`src/rtl/pong_pkg.sv`:
```
// Shared pong datapath definitions: FSM encoding, paddle action codes and
// velocity-width defaults reused by the ball position integrator.
package pong_pkg;

  typedef enum logic [1:0] {
    IDLE = 2'd0,
    PLAY = 2'd1,
    HOLD = 2'd2
  } state_e;

  localparam logic [1:0] ACT_NONE  = 2'b00;
  localparam logic [1:0] ACT_LEFT  = 2'b01;
  localparam logic [1:0] ACT_RIGHT = 2'b10;

  localparam int VEL_W_DEFAULT     = 4;
  localparam int MAX_SPEED_DEFAULT = 7;

  // Paddle motion as a signed -1/0/+1 step; code 11 behaves like no motion.
  function automatic logic signed [1:0] action_delta(input logic [1:0] act);
    case (act)
      ACT_LEFT:  return -2'sd1;
      ACT_RIGHT: return 2'sd1;
      default:   return 2'sd0;
    endcase
  endfunction

endpackage

```
`src/rtl/sat_add_signed.sv`:
```
// Signed VW-bit add of a small -1/0/+1 step, clamped to +/-MAX_SPEED.
module sat_add_signed #(
  parameter int VW        = 4,
  parameter int MAX_SPEED = 7
) (
  input  logic signed [VW-1:0] a,
  input  logic signed [1:0]    b,
  output logic signed [VW-1:0] y
);

  localparam logic signed [VW:0] MAX_P = MAX_SPEED[VW:0];
  localparam logic signed [VW:0] MAX_N = -MAX_P;

  logic signed [VW:0] sum;

  // One guard bit keeps the raw sum exact before clamping.
  always_comb begin
    sum = {a[VW-1], a} + {{(VW-1){b[1]}}, b};
    if (sum > MAX_P) begin
      y = MAX_P[VW-1:0];
    end else if (sum < MAX_N) begin
      y = MAX_N[VW-1:0];
    end else begin
      y = sum[VW-1:0];
    end
  end

endmodule

```
`src/rtl/ball_velocity_ctrl.sv`:
```
// Ball velocity engine: serve/play/hold FSM, wall and paddle reflection,
// paddle english, rally counting and per-level vertical speed-up.
module ball_velocity_ctrl
  import pong_pkg::*;
#(
  parameter int VW             = VEL_W_DEFAULT,
  parameter int MAX_SPEED      = MAX_SPEED_DEFAULT,
  parameter int START_SPEED    = 1,
  parameter int HITS_PER_LEVEL = 4,
  parameter int HOLDOFF        = 2,
  parameter int CW             = 8
) (
  input  logic                 clk,
  input  logic                 rst_n,
  input  logic                 serve,
  input  logic [1:0]           serve_dir,
  input  logic                 miss,
  input  logic                 hit_top,
  input  logic                 hit_bottom,
  input  logic                 wall_left,
  input  logic                 wall_right,
  input  logic [1:0]           action_top,
  input  logic [1:0]           action_bottom,
  output logic signed [VW-1:0] vel_x,
  output logic signed [VW-1:0] vel_y,
  output logic [CW-1:0]        rally_count,
  output logic [1:0]           state
);

  localparam int LW        = $clog2(HITS_PER_LEVEL + 1);
  localparam int HW        = $clog2(HOLDOFF + 1);
  localparam int LVL_LAST  = HITS_PER_LEVEL - 1;
  localparam int HOLD_LAST = HOLDOFF - 1;
  localparam logic signed [VW-1:0] START = START_SPEED[VW-1:0];

  state_e                state_q, state_d;
  logic signed [VW-1:0]  vx_q, vx_d, vy_q, vy_d;
  logic [CW-1:0]         rally_q, rally_d;
  logic [LW-1:0]         level_q, level_d;
  logic [HW-1:0]         hold_q, hold_d;

  logic                  wall_hit, top_ok, bot_ok, paddle_hit;
  logic [1:0]            act;
  logic signed [1:0]     act_delta, step_dir;
  logic signed [VW-1:0]  vx_wall, vx_paddle, vy_neg, vy_step;

  // Direction-valid qualification; the wall flip feeds the paddle adjustment.
  always_comb begin
    wall_hit   = (wall_left && vx_q[VW-1]) ||
                 (wall_right && (vx_q != '0) && !vx_q[VW-1]);
    vx_wall    = wall_hit ? -vx_q : vx_q;
    top_ok     = hit_top && vy_q[VW-1];
    bot_ok     = hit_bottom && (vy_q != '0) && !vy_q[VW-1];
    paddle_hit = (state_q == PLAY) && (top_ok || bot_ok);
    act        = top_ok ? action_top : action_bottom;
    act_delta  = action_delta(act);
    vy_neg     = -vy_q;
    step_dir   = vy_neg[VW-1] ? -2'sd1 : 2'sd1;
  end

  sat_add_signed #(.VW(VW), .MAX_SPEED(MAX_SPEED)) u_action (
    .a(vx_wall),
    .b(act_delta),
    .y(vx_paddle)
  );

  sat_add_signed #(.VW(VW), .MAX_SPEED(MAX_SPEED)) u_speed (
    .a(vy_neg),
    .b(step_dir),
    .y(vy_step)
  );

  always_comb begin
    state_d = state_q;
    vx_d    = vx_q;
    vy_d    = vy_q;
    rally_d = rally_q;
    level_d = level_q;
    hold_d  = hold_q;
    if (miss) begin
      state_d = IDLE;
      vx_d    = '0;
      vy_d    = '0;
      rally_d = '0;
      level_d = '0;
      hold_d  = '0;
    end else begin
      case (state_q)
        IDLE: begin
          vx_d = '0;
          vy_d = '0;
          if (serve) begin
            vy_d    = serve_dir[1] ? START : -START;
            vx_d    = serve_dir[0] ? START : -START;
            rally_d = '0;
            level_d = '0;
            hold_d  = '0;
            state_d = PLAY;
          end
        end
        PLAY, HOLD: begin
          vx_d = vx_wall;
          if (paddle_hit) begin
            vx_d    = vx_paddle;
            vy_d    = vy_neg;
            rally_d = (rally_q == '1) ? rally_q : rally_q + 1'b1;
            if (level_q == LVL_LAST[LW-1:0]) begin
              level_d = '0;
              vy_d    = vy_step;
            end else begin
              level_d = level_q + 1'b1;
            end
            hold_d  = '0;
            state_d = HOLD;
          end else if (state_q == HOLD) begin
            // Paddle strobes stay blocked through the final hold-off cycle.
            if (hold_q == HOLD_LAST[HW-1:0]) begin
              hold_d  = '0;
              state_d = PLAY;
            end else begin
              hold_d = hold_q + 1'b1;
            end
          end
        end
        default: state_d = IDLE;
      endcase
    end
  end

  always_ff @(posedge clk or negedge rst_n) begin
    if (!rst_n) begin
      state_q <= IDLE;
      vx_q    <= '0;
      vy_q    <= '0;
      rally_q <= '0;
      level_q <= '0;
      hold_q  <= '0;
    end else begin
      state_q <= state_d;
      vx_q    <= vx_d;
      vy_q    <= vy_d;
      rally_q <= rally_d;
      level_q <= level_d;
      hold_q  <= hold_d;
    end
  end

  assign vel_x       = vx_q;
  assign vel_y       = vy_q;
  assign rally_count = rally_q;
  assign state       = state_q;

endmodule

```
`config.mk`:
```
export PLATFORM = sky130hd
export DESIGN_NAME = ball_velocity_ctrl
export DESIGN_NICKNAME = d
export VERILOG_FILES = /design/src/rtl/pong_pkg.sv /design/src/rtl/sat_add_signed.sv /design/src/rtl/ball_velocity_ctrl.sv
export SDC_FILE = /design/constraint.sdc
export NUM_CORES = 1
export LEC_CHECK = 0
export BUFFER_PORTS_ARGS = -buffer_cell sky130_fd_sc_hd__buf_2
export CAP_MARGIN = 20
export CORE_MARGIN = 10
export CORE_UTILIZATION = 57
export CTS_CLUSTER_SIZE = 40
export DETAILED_ROUTE_END_ITERATION = 8
export GPL_ROUTABILITY_DRIVEN = 1
export PLACE_DENSITY = 0.9
export SYNTH_ARGS = -nofsm -noshare
export SYNTH_HDL_FRONTEND = slang
export SYNTH_SLANG_ARGS = --single-unit
```
`constraint.sdc`:
```
create_clock -name clk -period 3.7 [get_ports clk]
set_clock_uncertainty 0.15 [all_clocks]
set_input_delay 0.555 -clock clk [delete_from_list [all_inputs] [get_ports clk]]
set_output_delay 0.555 -clock clk [all_outputs]
set_load 0.005 [all_outputs]
```
==> impl_metrics.py, run 1 <==
metrics = {
    "synth": {
        "yosys.area_share.adder_pct": 11.62,
        "synthSimpleGateAreaFrac_pct": 19.20,
        "ys_warn_count": 0,
        "async_flop_share_pct": 100.0,
        "avgSynthCellArea_sq_um": 8.922,
        "synth-seq-cells": 23,
        "synth_area_sq_mm": 0.001981,
        "synth_xor_area_share_pct": 2.653,
        "ys_seq_area_share_pct": 29.06,
        "synth-edff-count": 0,
        "synth_flop_cell": "dfrtp_1",
        "muxShareOfSynthArea_pct": 5.306,
        "syn_nets": 253,
        "synthCells": 222,
        "synth_compound_area_share_pct": 26.22,
        "synth.distinct_cells": 58,
        "synth_top_family_by_area": "compound AO/OA/AOI/OAI gates",
    },
    "power": {
        "power.density_mw_per_mm2": 734.4,
        "p_leak_nw": 1.030,
        "peakVddDrop_v": 0.0004142,
    },
    "sta": {
        "fin_crit_ps": 3373,
        "worst-slew-pin-transition_ps": 520.7,
        "setup_viol": 0,
        "tns_ps": 0,
        "hold_viol_final": 0,
        "max_freq_mhz": 296.5,
        "rsz0062_at_grt": "no",
        "relSlewSlack_pct": 65.29,
        "period_share_pct": 91.15,
        "maxSlewViolCount": 0,
    },
    "floorplan": {
        "die-area_sq_mm": 0.006232,
        "start_util_pct": 59.36,
        "fp-row-count": 21,
        "fp.dieW_um": 78.95,
        "io_pins": 32,
        "core_sq_mm": 0.003337,
        "fp.dieH_um": 78.95,
    },
    "cells_and_area": {
        "drive_gt1_share_pct": 18.47,
        "stdcell_count": 295,
        "area_delta_synth_final_pct": 8.781,
        "most-common-layout-cells": "31 x buf_2, 23 x dfrtp_1, 16 x o21ai_0, 16 x ha_1",
        "final_common_cell": "buf_2",
        "nNetsFinal": 281,
        "postLayoutCellArea_sq_mm": 0.002155,
        "diodes": 0,
    },
    "grt": {
        "grt_overflow": 0,
        "grt_pass1_wl_um": 7534,
        "grt_max_degree": 24,
        "antenna_found_initial": 0,
        "grt_pass1_vias": 1700,
        "grt_use_total_pct": 14.00,
    },
    "clock_tree": {
        "clockRootBuffer": "clkbuf_4",
        "cts_resized": 0,
        "clk-insertion-delay-late_ps": 310,
        "cts_sinks": 23,
        "cts.htree.levels": 1,
        "postCtsHoldBufs": 0,
        "post_cts_buffers": 0,
        "cts_tree": "built",
        "cts.path.max_buffers": 2,
        "cts.clk_slew.worst_paths_ps": 130,
        "numCtsBuffers": 3,
    },
    "detailed_routing": {
        "first_pass_iters": 5,
        "drtIter0Drc": 142,
        "ant_nets": 0,
        "via_per_inst": 5.878,
        "vias": 1734,
        "drt-total-wl_um": 4358,
        "wl_per_cell_um": 14.77,
        "top_layer": "met4",
        "dr_wl_met2_um": 1992,
        "met3WireLength_um": 290,
        "wl_met1_um": 2060,
        "route.detailed.drc": 0,
    },
    "critical_path": {
        "crit_family": "compound AO/OA/AOI/OAI gates",
        "end_kind": "flip-flop",
        "slowest_delay_ps": 460,
        "path_max_fanout": 6,
        "critical_path_arrival_ps": 3440,
        "crit_buf_inv": 2,
        "r2r_cells": 12,
        "r2r_slack_ps": 330,
        "crit_slowest_cell": "dfrtp_1",
        "crit_chain": "inv_1 -> ha_1 -> nor2b_1 -> o21ai_0 -> mux2i_1 -> inv_1 -> ha_1 -> a21o_1 -> a21oi_1 -> mux2_2 -> a211o_1 -> a22o_1",
        "cp-start-kind": "flip-flop",
        "worstPathRequired_ps": 3770,
        "worst-setup-path-type": "flip-flop to flip-flop",
        "crit_cells": 12,
    },
    "hold_path": {
        "hp-class": "input pin to asynchronous set/reset pin",
    },
    "placement": {
        "dpl_cell_area_sq_mm": 0.002128,
        "gp_congestion": 0.8594,
        "dp_hpwl_um": 3358,
        "io_buffers": 31,
        "dp.cells": 291,
    },
    "job": {
        "maxCapViolCount": 0,
    },
    "outcome": {
        "status": "finished, final reports clean",
    },
}
cell families (layout without fill, tap and decap cells):
logic type	count (synthesis)	after routing
buf+inv	22	49
compound gates	76	76
simple gates	67	67
mux	10	10
flops	23	23
xor+xnor	6	6
fa+ha+maj	18	18
metal layers:
layer  track usage [%]  vias to the layer above
met5                 0                        -
met4             1.971                        0
met3             4.392                        2
met2             23.60                       40
met1             17.47                      818
li1                  -                      874
stage by stage:
step	utilization (%)	power (W)	setup slack [ps]	hold WS [ps]
finish	64.57	0.001582	327.3	40.50
global route	64.57	0.001737	95.66	60.98
CTS	64.57	0.001576	330.0	61.59
detailed placement	63.78	0.001455	238.6	324.9
global placement	63.78	0.001419	317.7	311.4
floorplan	-	0.001256	489.9	109.4
state kept, by name, indices dropped and copies added (netlist names):
name         cells
vel_y            4
rally_count      8
vel_x            4
state            2
hold_q           2
level_q          3
layout make-up:
type                    count  area, sq um
multi-input cells         177         1287
fillers                   273         1182
flip-flops and latches     23        575.6
repair buffers             31        155.1
well taps                  46        57.56
inverters                  14        52.55
clock buffers               4        26.28
final timing paths:
path	from	endpoint
worst max-delay path	vel_x[0]	vel_x[1]
worst min-delay path	rst_n	vel_y[1]
worst max register to register	vel_x[0]	vel_x[1]
worst min register to register	hold_q[1]	hold_q[1]
max in group asynchronous	rst_n	rally_count[5]
min in group clk	hold_q[1]	hold_q[1]
cell usage after synthesis (2+ instances only):
cell type | instances | area share [%]
dfrtp_1 | 23 | 29
ha_1 | 16 | 10
o21ai_0 | 16 | 4.0
a21oi_1 | 13 | 3.3
inv_1 | 13 | 2.5
nand2_1 | 13 | 2.5
o31ai_1 | 12 | 4.5
nand2b_1 | 11 | 3.5
nor2_1 | 11 | 2.1
nand3_1 | 7 | 1.8
mux2i_1 | 6 | 3.0
a21o_1 | 5 | 1.9
nor2b_1 | 5 | 1.6
a31oi_1 | 4 | 1.3
mux2_2 | 4 | 2.3
xnor2_1 | 4 | 1.8
a211oi_1 | 3 | 1.1
buf_4 | 3 | 1.1
buf_6 | 3 | 1.7
nor3_1 | 3 | 0.76
o21a_1 | 3 | 1.1
a22o_1 | 2 | 0.88
a2bb2oi_1 | 2 | 0.88
nand3b_1 | 2 | 0.76
nand4_1 | 2 | 0.63
nor3b_1 | 2 | 0.76
o21ai_1 | 2 | 0.51
xor2_1 | 2 | 0.88
power by group:
group	total (W)	leakage (nW)	internal (W)	switching (W)
clock	0.000118	0.0150	0.0000421	0.0000759
sequential	0.000383	0.313	0.000307	0.0000767
combinational	0.00108	0.702	0.000468	0.000613
total	0.00158	1.03	0.000817	0.000766
worst reg2reg max path, cell delays in order, from the launching register on:
cell     delay [ps]
dfrtp_1         460
inv_1            70
ha_1            210
nor2b_1         130
o21ai_0         190
mux2i_1         380
inv_1            80
ha_1            290
a21o_1          200
a21oi_1         250
mux2_2          380
a211o_1         300
a22o_1          180
No activity file was read; power rests on OpenSTA's default activity.
==> run 2, diff against run 1 <==
--- a/config.mk
+++ b/config.mk
@@ -6,4 +6,5 @@
 export NUM_CORES = 1
 export LEC_CHECK = 0
+export ABC_AREA = 1
 export BUFFER_PORTS_ARGS = -buffer_cell sky130_fd_sc_hd__buf_2
 export CAP_MARGIN = 20
==> constraint.sdc (replaced) <==
create_clock -name clk -period 3.7 [get_ports clk]
set_clock_uncertainty 0.15 [all_clocks]
set_input_delay 0.555 -clock clk [delete_from_list [all_inputs] [get_ports clk]]
set_output_delay 0.555 -clock clk [all_outputs]
set_load 0.02 [all_outputs]
==> run 2 against run 1 <==
Core utilization up 1.2 points. Fmax is 9.0% higher. Total power increased by 1.2%. Worst hold slack got worse by 6.4 ps. Clock power barely moved. Sequential share of layout area is 0.49 points lower. Synthesized cell count is 27% higher. Die area down 0.71%.
==> impl_metrics.py, run 2 <==
metrics = {
    "critical_path": {
        "path_max_fanout": 5,
        "crit_slowest_cell": "dfrtp_1",
        "crit_buf_inv": 3,
        "cp-start-kind": "flip-flop",
        "reg2reg_from": "vel_y[3]",
        "critical_path_arrival_ps": 3160,
        "r2r_cells": 16,
        "crit_family": "adder cells",
        "r2r_slack_ps": 610,
        "end_kind": "flip-flop",
        "worstPathRequired_ps": 3770,
        "worst-setup-path-type": "flip-flop to flip-flop",
        "crit_chain": "nand2_1 -> mux2_2 -> ha_1 -> inv_1 -> ha_1 -> inv_1 -> fa_1 -> or2_2 -> nand3_1 -> nand2_1 -> o21ai_0 -> inv_1 -> o21ai_0 -> nand3_1 -> nand2_1 -> o21ai_0",
        "slowest_delay_ps": 440,
        "rr_endpoint": "vel_x[0]",
    },
    "hold_path": {
        "hp-class": "input pin to asynchronous set/reset pin",
    },
    "detailed_routing": {
        "ant_nets": 0,
        "via_per_inst": 5.177,
        "drt-total-wl_um": 4372,
        "first_pass_iters": 4,
        "wl_per_cell_um": 12.08,
        "route.detailed.drc": 0,
        "vias": 1874,
        "drtIter0Drc": 49,
    },
    "sta": {
        "max_freq_mhz": 323.3,
        "worst_slack_ps": 606.5,
        "period_share_pct": 83.61,
        "tns_ps": 0,
        "rsz0062_at_grt": "no",
        "relSlewSlack_pct": 62.44,
        "maxSlewViolCount": 0,
        "setup_viol": 0,
        "hold_viol_final": 0,
        "worst-slew-pin-transition_ps": 561.5,
        "fin_crit_ps": 3094,
    },
    "synth": {
        "avgSynthCellArea_sq_um": 6.957,
        "synthTopCellsByCount": "80 x nand2_1, 51 x inv_1, 23 x dfrtp_1",
        "synthCells": 282,
        "synth_top_area_cell": "dfrtp_1",
        "synth_area_sq_mm": 0.001962,
        "synth.distinct_cells": 31,
        "ys_seq_area_share_pct": 29.34,
        "synth-seq-cells": 23,
        "synth-edff-count": 0,
        "synth_flop_cell": "dfrtp_1",
        "synth_top_cell_area_share_pct": 29.34,
        "async_flop_share_pct": 100.0,
        "synth_area_leaders": "dfrtp_1 29%, nand2_1 15%, ha_1 10%",
        "synth.most_common_cell": "nand2_1",
        "syn_nets": 313,
        "ys_warn_count": 0,
    },
    "grt": {
        "grt_use_total_pct": 14.14,
        "antenna_found_initial": 0,
        "grt_max_degree": 24,
        "grt_pass1_vias": 1748,
        "grt_overflow": 0,
        "grt_pass1_wl_um": 7452,
    },
    "clock_tree": {
        "cts.clk_slew.worst_paths_ps": 130,
        "clk-insertion-delay-late_ps": 320,
        "cts.path.max_buffers": 2,
        "numCtsBuffers": 3,
        "clockRootBuffer": "clkbuf_4",
        "cts_tree": "built",
        "cts_sinks": 23,
        "post_cts_buffers": 0,
        "cts.htree.levels": 1,
        "postCtsHoldBufs": 0,
        "cts_resized": 0,
    },
    "cells_and_area": {
        "largest_reg_flops": 8,
        "nNetsFinal": 348,
        "stdcell_count": 362,
        "final_common_cell": "nand2_1",
        "drive_gt1_share_pct": 19.94,
        "diodes": 0,
        "area_delta_synth_final_pct": 11.86,
        "most-common-layout-cells": "80 x nand2_1, 51 x inv_1, 31 x buf_2",
    },
    "floorplan": {
        "fp.dieH_um": 78.67,
        "fp-row-count": 21,
        "die-area_sq_mm": 0.006188,
        "io_pins": 32,
        "core_sq_mm": 0.003337,
        "start_util_pct": 58.79,
        "fp.dieW_um": 78.67,
    },
    "placement": {
        "dp_hpwl_um": 3522,
        "pre_cts_ws_ps": 393.3,
        "gp_congestion": 0.8238,
        "dp.cells": 358,
        "io_buffers": 31,
    },
    "power": {
        "p_leak_nw": 1.250,
        "power.density_mw_per_mm2": 729.8,
        "finalPower_w": 0.001602,
        "peakVddDrop_v": 0.0004324,
    },
    "outcome": {
        "status": "finished, final reports clean",
    },
    "job": {
        "maxCapViolCount": 0,
    },
}
[run 2: layer usage]
metal	up-vias	global-route usage (%)	wire, um
met5	-	0	0
met4	0	5.018	69
met3	9	2.620	183
met2	40	26.23	2228
met1	859	15.60	1891
li1	966	-	-
[run 2: worst register-to-register path, cell delays in order, from the launching register on]
cell and delay (ps):
dfrtp_1 440, nand2_1 130, mux2_2 340, ha_1 280, inv_1 60, ha_1 150, inv_1 50, fa_1 380
or2_2 320, nand3_1 70, nand2_1 40, o21ai_0 120, inv_1 60, o21ai_0 140, nand3_1 120, nand2_1 70
o21ai_0 70
[run 2: cells by family (layout without fill, tap and decap cells)]
| group | count (synthesis) | in the layout | share of synthesized area, % |
|---|---|---|---|
| compound gates | 41 | 41 | 13.71 |
| flops | 23 | 23 | 29.34 |
| fa+ha+maj | 17 | 17 | 11.22 |
| xor+xnor | 1 | 1 | 0.4465 |
| mux | 2 | 2 | 1.084 |
| simple gates | 140 | 140 | 32.72 |
| buf+inv | 58 | 92 | 11.48 |
[run 2: area by class of cell]
class | count | area [sq um]
Tap cell | 46 | 57.56
Fill cell | 313 | 1142
Multi-Input combinational cell | 201 | 1161
Inverter | 56 | 210.2
Timing Repair Buffer | 32 | 162.7
Sequential cell | 23 | 575.6
Clock inverter | 1 | 5.005
Clock buffer | 3 | 22.52
[run 2: report_power, final]
| part | internal, W | switching, W | total, W |
|---|---|---|---|
| Combinational | 0.000389 | 0.000728 | 0.00112 |
| Sequential | 0.000305 | 0.0000592 | 0.000364 |
| Clock | 0.0000405 | 0.0000797 | 0.000120 |
| Total | 0.000735 | 0.000867 | 0.00160 |
[run 2: through the flow]
step | cell area [sq um] | util, % | hold slack, ps
floorplan | 1962 | - | 109.4
global placement | 2167 | 64.94 | 333.4
detailed placement | 2167 | 64.94 | 346.9
CTS | 2195 | 65.77 | 53.54
global route | 2195 | 65.77 | 59.87
finish | 2195 | 65.77 | 34.07
[run 2: worst max-delay path by stage]
stage | slack [ps] | depth (start not counted) | end | startpoint
2_1_floorplan | 650 | 16 | vel_x[0] | hit_top
3_3_place_gp | 480 | 17 | vel_x[0] | hit_top
3_5_place_dp | 390 | 17 | vel_x[1] | hit_top
4_1_cts | 600 | 16 | vel_x[1] | vel_y[3]
5_1_grt | 410 | 16 | vel_x[0] | vel_y[3]
6_report | 610 | 16 | vel_x[0] | vel_y[3]
==> run 3, diff against run 2 <==
clock period = 3.1 ns   (was 3.7 ns; I/O delays follow)
==> run 3 against run 2 <==
Die area stayed put. Sequential share of layout area is 0.64 points lower. Via count decreased by 1.9%. Clock power increased by 17%. Fmax up 5.9%. Critical path depth stayed put. Clock-buffer cell count stayed put. Core utilization grew 1.6 points. Final cell count increased by 1.1%.
==> impl_metrics.py, run 3 (same netlist as run 2, synthesis figures left out) <==
metrics = {
    "sta": {
        "setup_viol": 0,
        "hold_viol_final": 0,
        "period_share_pct": 94.24,
        "tns_ps": 0,
        "worst-slew-pin-transition_ps": 1034,
        "worst_slack_ps": 178.7,
        "maxSlewViolCount": 0,
        "fin_crit_ps": 2921,
        "max_freq_mhz": 342.3,
        "relSlewSlack_pct": 30.80,
    },
    "grt": {
        "grt_overflow": 0,
        "grt_pass1_wl_um": 7631,
        "grt_max_degree": 24,
        "antenna_found_initial": 0,
        "grt_use_total_pct": 14.24,
        "grt_pass1_vias": 1815,
    },
    "critical_path": {
        "worst-setup-path-type": "flip-flop to flip-flop",
        "path_max_fanout": 3,
        "worstPathRequired_ps": 3150,
        "critical_path_arrival_ps": 2970,
        "end_kind": "flip-flop",
        "cp-start-kind": "flip-flop",
        "r2r_slack_ps": 180,
    },
    "floorplan": {
        "fp.dieH_um": 78.67,
        "fp-row-count": 21,
        "die-area_sq_mm": 0.006188,
        "fp.dieW_um": 78.67,
        "start_util_pct": 58.79,
        "io_pins": 32,
        "core_sq_mm": 0.003337,
    },
    "power": {
        "peakVddDrop_v": 0.0006357,
        "power.density_mw_per_mm2": 878.0,
        "p_leak_nw": 1.273,
        "switching_share_pct": 53.74,
        "power_frac_seq_pct": 21.9,
        "power.share.clock_pct": 7.1,
        "switching_power_w": 0.001062,
        "internal-power_w": 0.0009137,
        "comb_power_share_pct": 71.0,
    },
    "cells_and_area": {
        "fin_util_pct": 67.42,
        "nNetsFinal": 352,
        "final_common_cell": "nand2_1",
        "drive_gt1_share_pct": 22.19,
        "largest_reg_flops": 8,
        "diodes": 0,
        "postLayoutCellArea_sq_mm": 0.002250,
        "fillCellCount": 271,
        "area_delta_synth_final_pct": 14.67,
        "most-common-layout-cells": "80 x nand2_1, 51 x inv_1, 31 x buf_2",
    },
    "detailed_routing": {
        "wl_per_cell_um": 11.81,
        "vias": 1838,
        "drtIter0Drc": 93,
        "ant_nets": 0,
        "route.detailed.drc": 0,
        "first_pass_iters": 4,
        "via_per_inst": 5.022,
        "drt-total-wl_um": 4322,
    },
    "placement": {
        "pre_cts_ws_ps": -137.2,
        "dpl_cell_area_sq_mm": 0.002182,
        "io_buffers": 31,
        "gp_congestion": 0.8730,
        "dp_hpwl_um": 3485,
    },
    "clock_tree": {
        "cts_tree": "built",
        "cts.path.max_buffers": 2,
        "clockRootBuffer": "clkbuf_4",
        "clk-insertion-delay-late_ps": 310,
        "numCtsBuffers": 3,
        "cts.clk_slew.worst_paths_ps": 120,
        "cts.htree.levels": 1,
        "cts_sinks": 23,
    },
    "hold_path": {
        "hp-class": "input pin to flip-flop",
    },
    "job": {
        "maxCapViolCount": 0,
    },
    "outcome": {
        "status": "finished, final reports clean",
    },
}
## run 3: metrics by stage
stage / hold WS (ps) / cells / total power, W
after floorplan: 19.41 / 282 / 0.001470
after global placement: 322.8 / 360 / 0.001730
after detailed placement: 321.7 / 360 / 0.001780
after CTS: 357.5 / 366 / 0.001930
after global routing: 375.2 / 366 / 0.002214
final: 355.6 / 366 / 0.001975
## run 3: worst max-delay path, cell delays in order (launching register included)
cell and delay [ps]:
dfrtp_1 400, nand2_1 90, mux2_2 350, ha_1 290
inv_1 60, ha_1 150, inv_1 50, fa_2 330
or2_2 310, nand3_1 80, nand2_1 70, o21ai_2 80
inv_1 90, o21ai_2 90, nand3_1 80, nand2_1 60
o21ai_0 80
## run 3: timing repair
| item | CTS | global route |
|---|---|---|
| resized for setup | 0 | 8 |
| hold buffers | 1 | 0 |
| gates cloned | 0 | 0 |
| endpoints found under the hold margin | 23 | 0 |
| endpoints found under the setup margin | 1 | 4 |
| setup buffers | 1 | 0 |
## run 3: area by class of cell
| type | count | area [sq um] | area share, % |
|---|---|---|---|
| Clock buffer | 3 | 22.52 | 1.001 |
| Clock inverter | 1 | 5.005 | 0.2225 |
| Inverter | 56 | 210.2 | 9.344 |
| Multi-Input combinational cell | 201 | 1184 | 52.61 |
| Sequential cell | 23 | 575.6 | 25.58 |
| Tap cell | 46 | 57.56 | 2.558 |
| Timing Repair Buffer | 36 | 195.2 | 8.676 |
## run 3: path summary, 6_finish.rpt
path,start,end,cells after the start
max,vel_y[3],vel_x[0],16
min,serve_dir[1],vel_y[2],6
max reg2reg,vel_y[3],vel_x[0],16
min reg2reg,level_q[0],level_q[0],1
max in group asynchronous,rst_n,vel_x[3],2
min in group asynchronous,rst_n,rally_count[5],2
## run 3: metal layers
metal	vias to the layer above	wire, um	part of all wire (%)	GRT usage, %
met5	-	0	0	0
met4	0	72	1.7	3.943
met3	8	122	2.8	2.164
met2	24	2103	49	25.99
met1	834	2024	47	16.76
li1	972	-	-	-
## run 3: power by group through the flow
stage	clock, W	combinational, W	sequential (W)
6_report	0.000140	0.00140	0.000433
4_1_cts	0.000142	0.00136	0.000431
3_3_place_gp	0	0.00129	0.000438
5_1_grt	0.000157	0.00161	0.000446
2_1_floorplan	0	0.000984	0.000486
3_5_place_dp	0	0.00134	0.000440
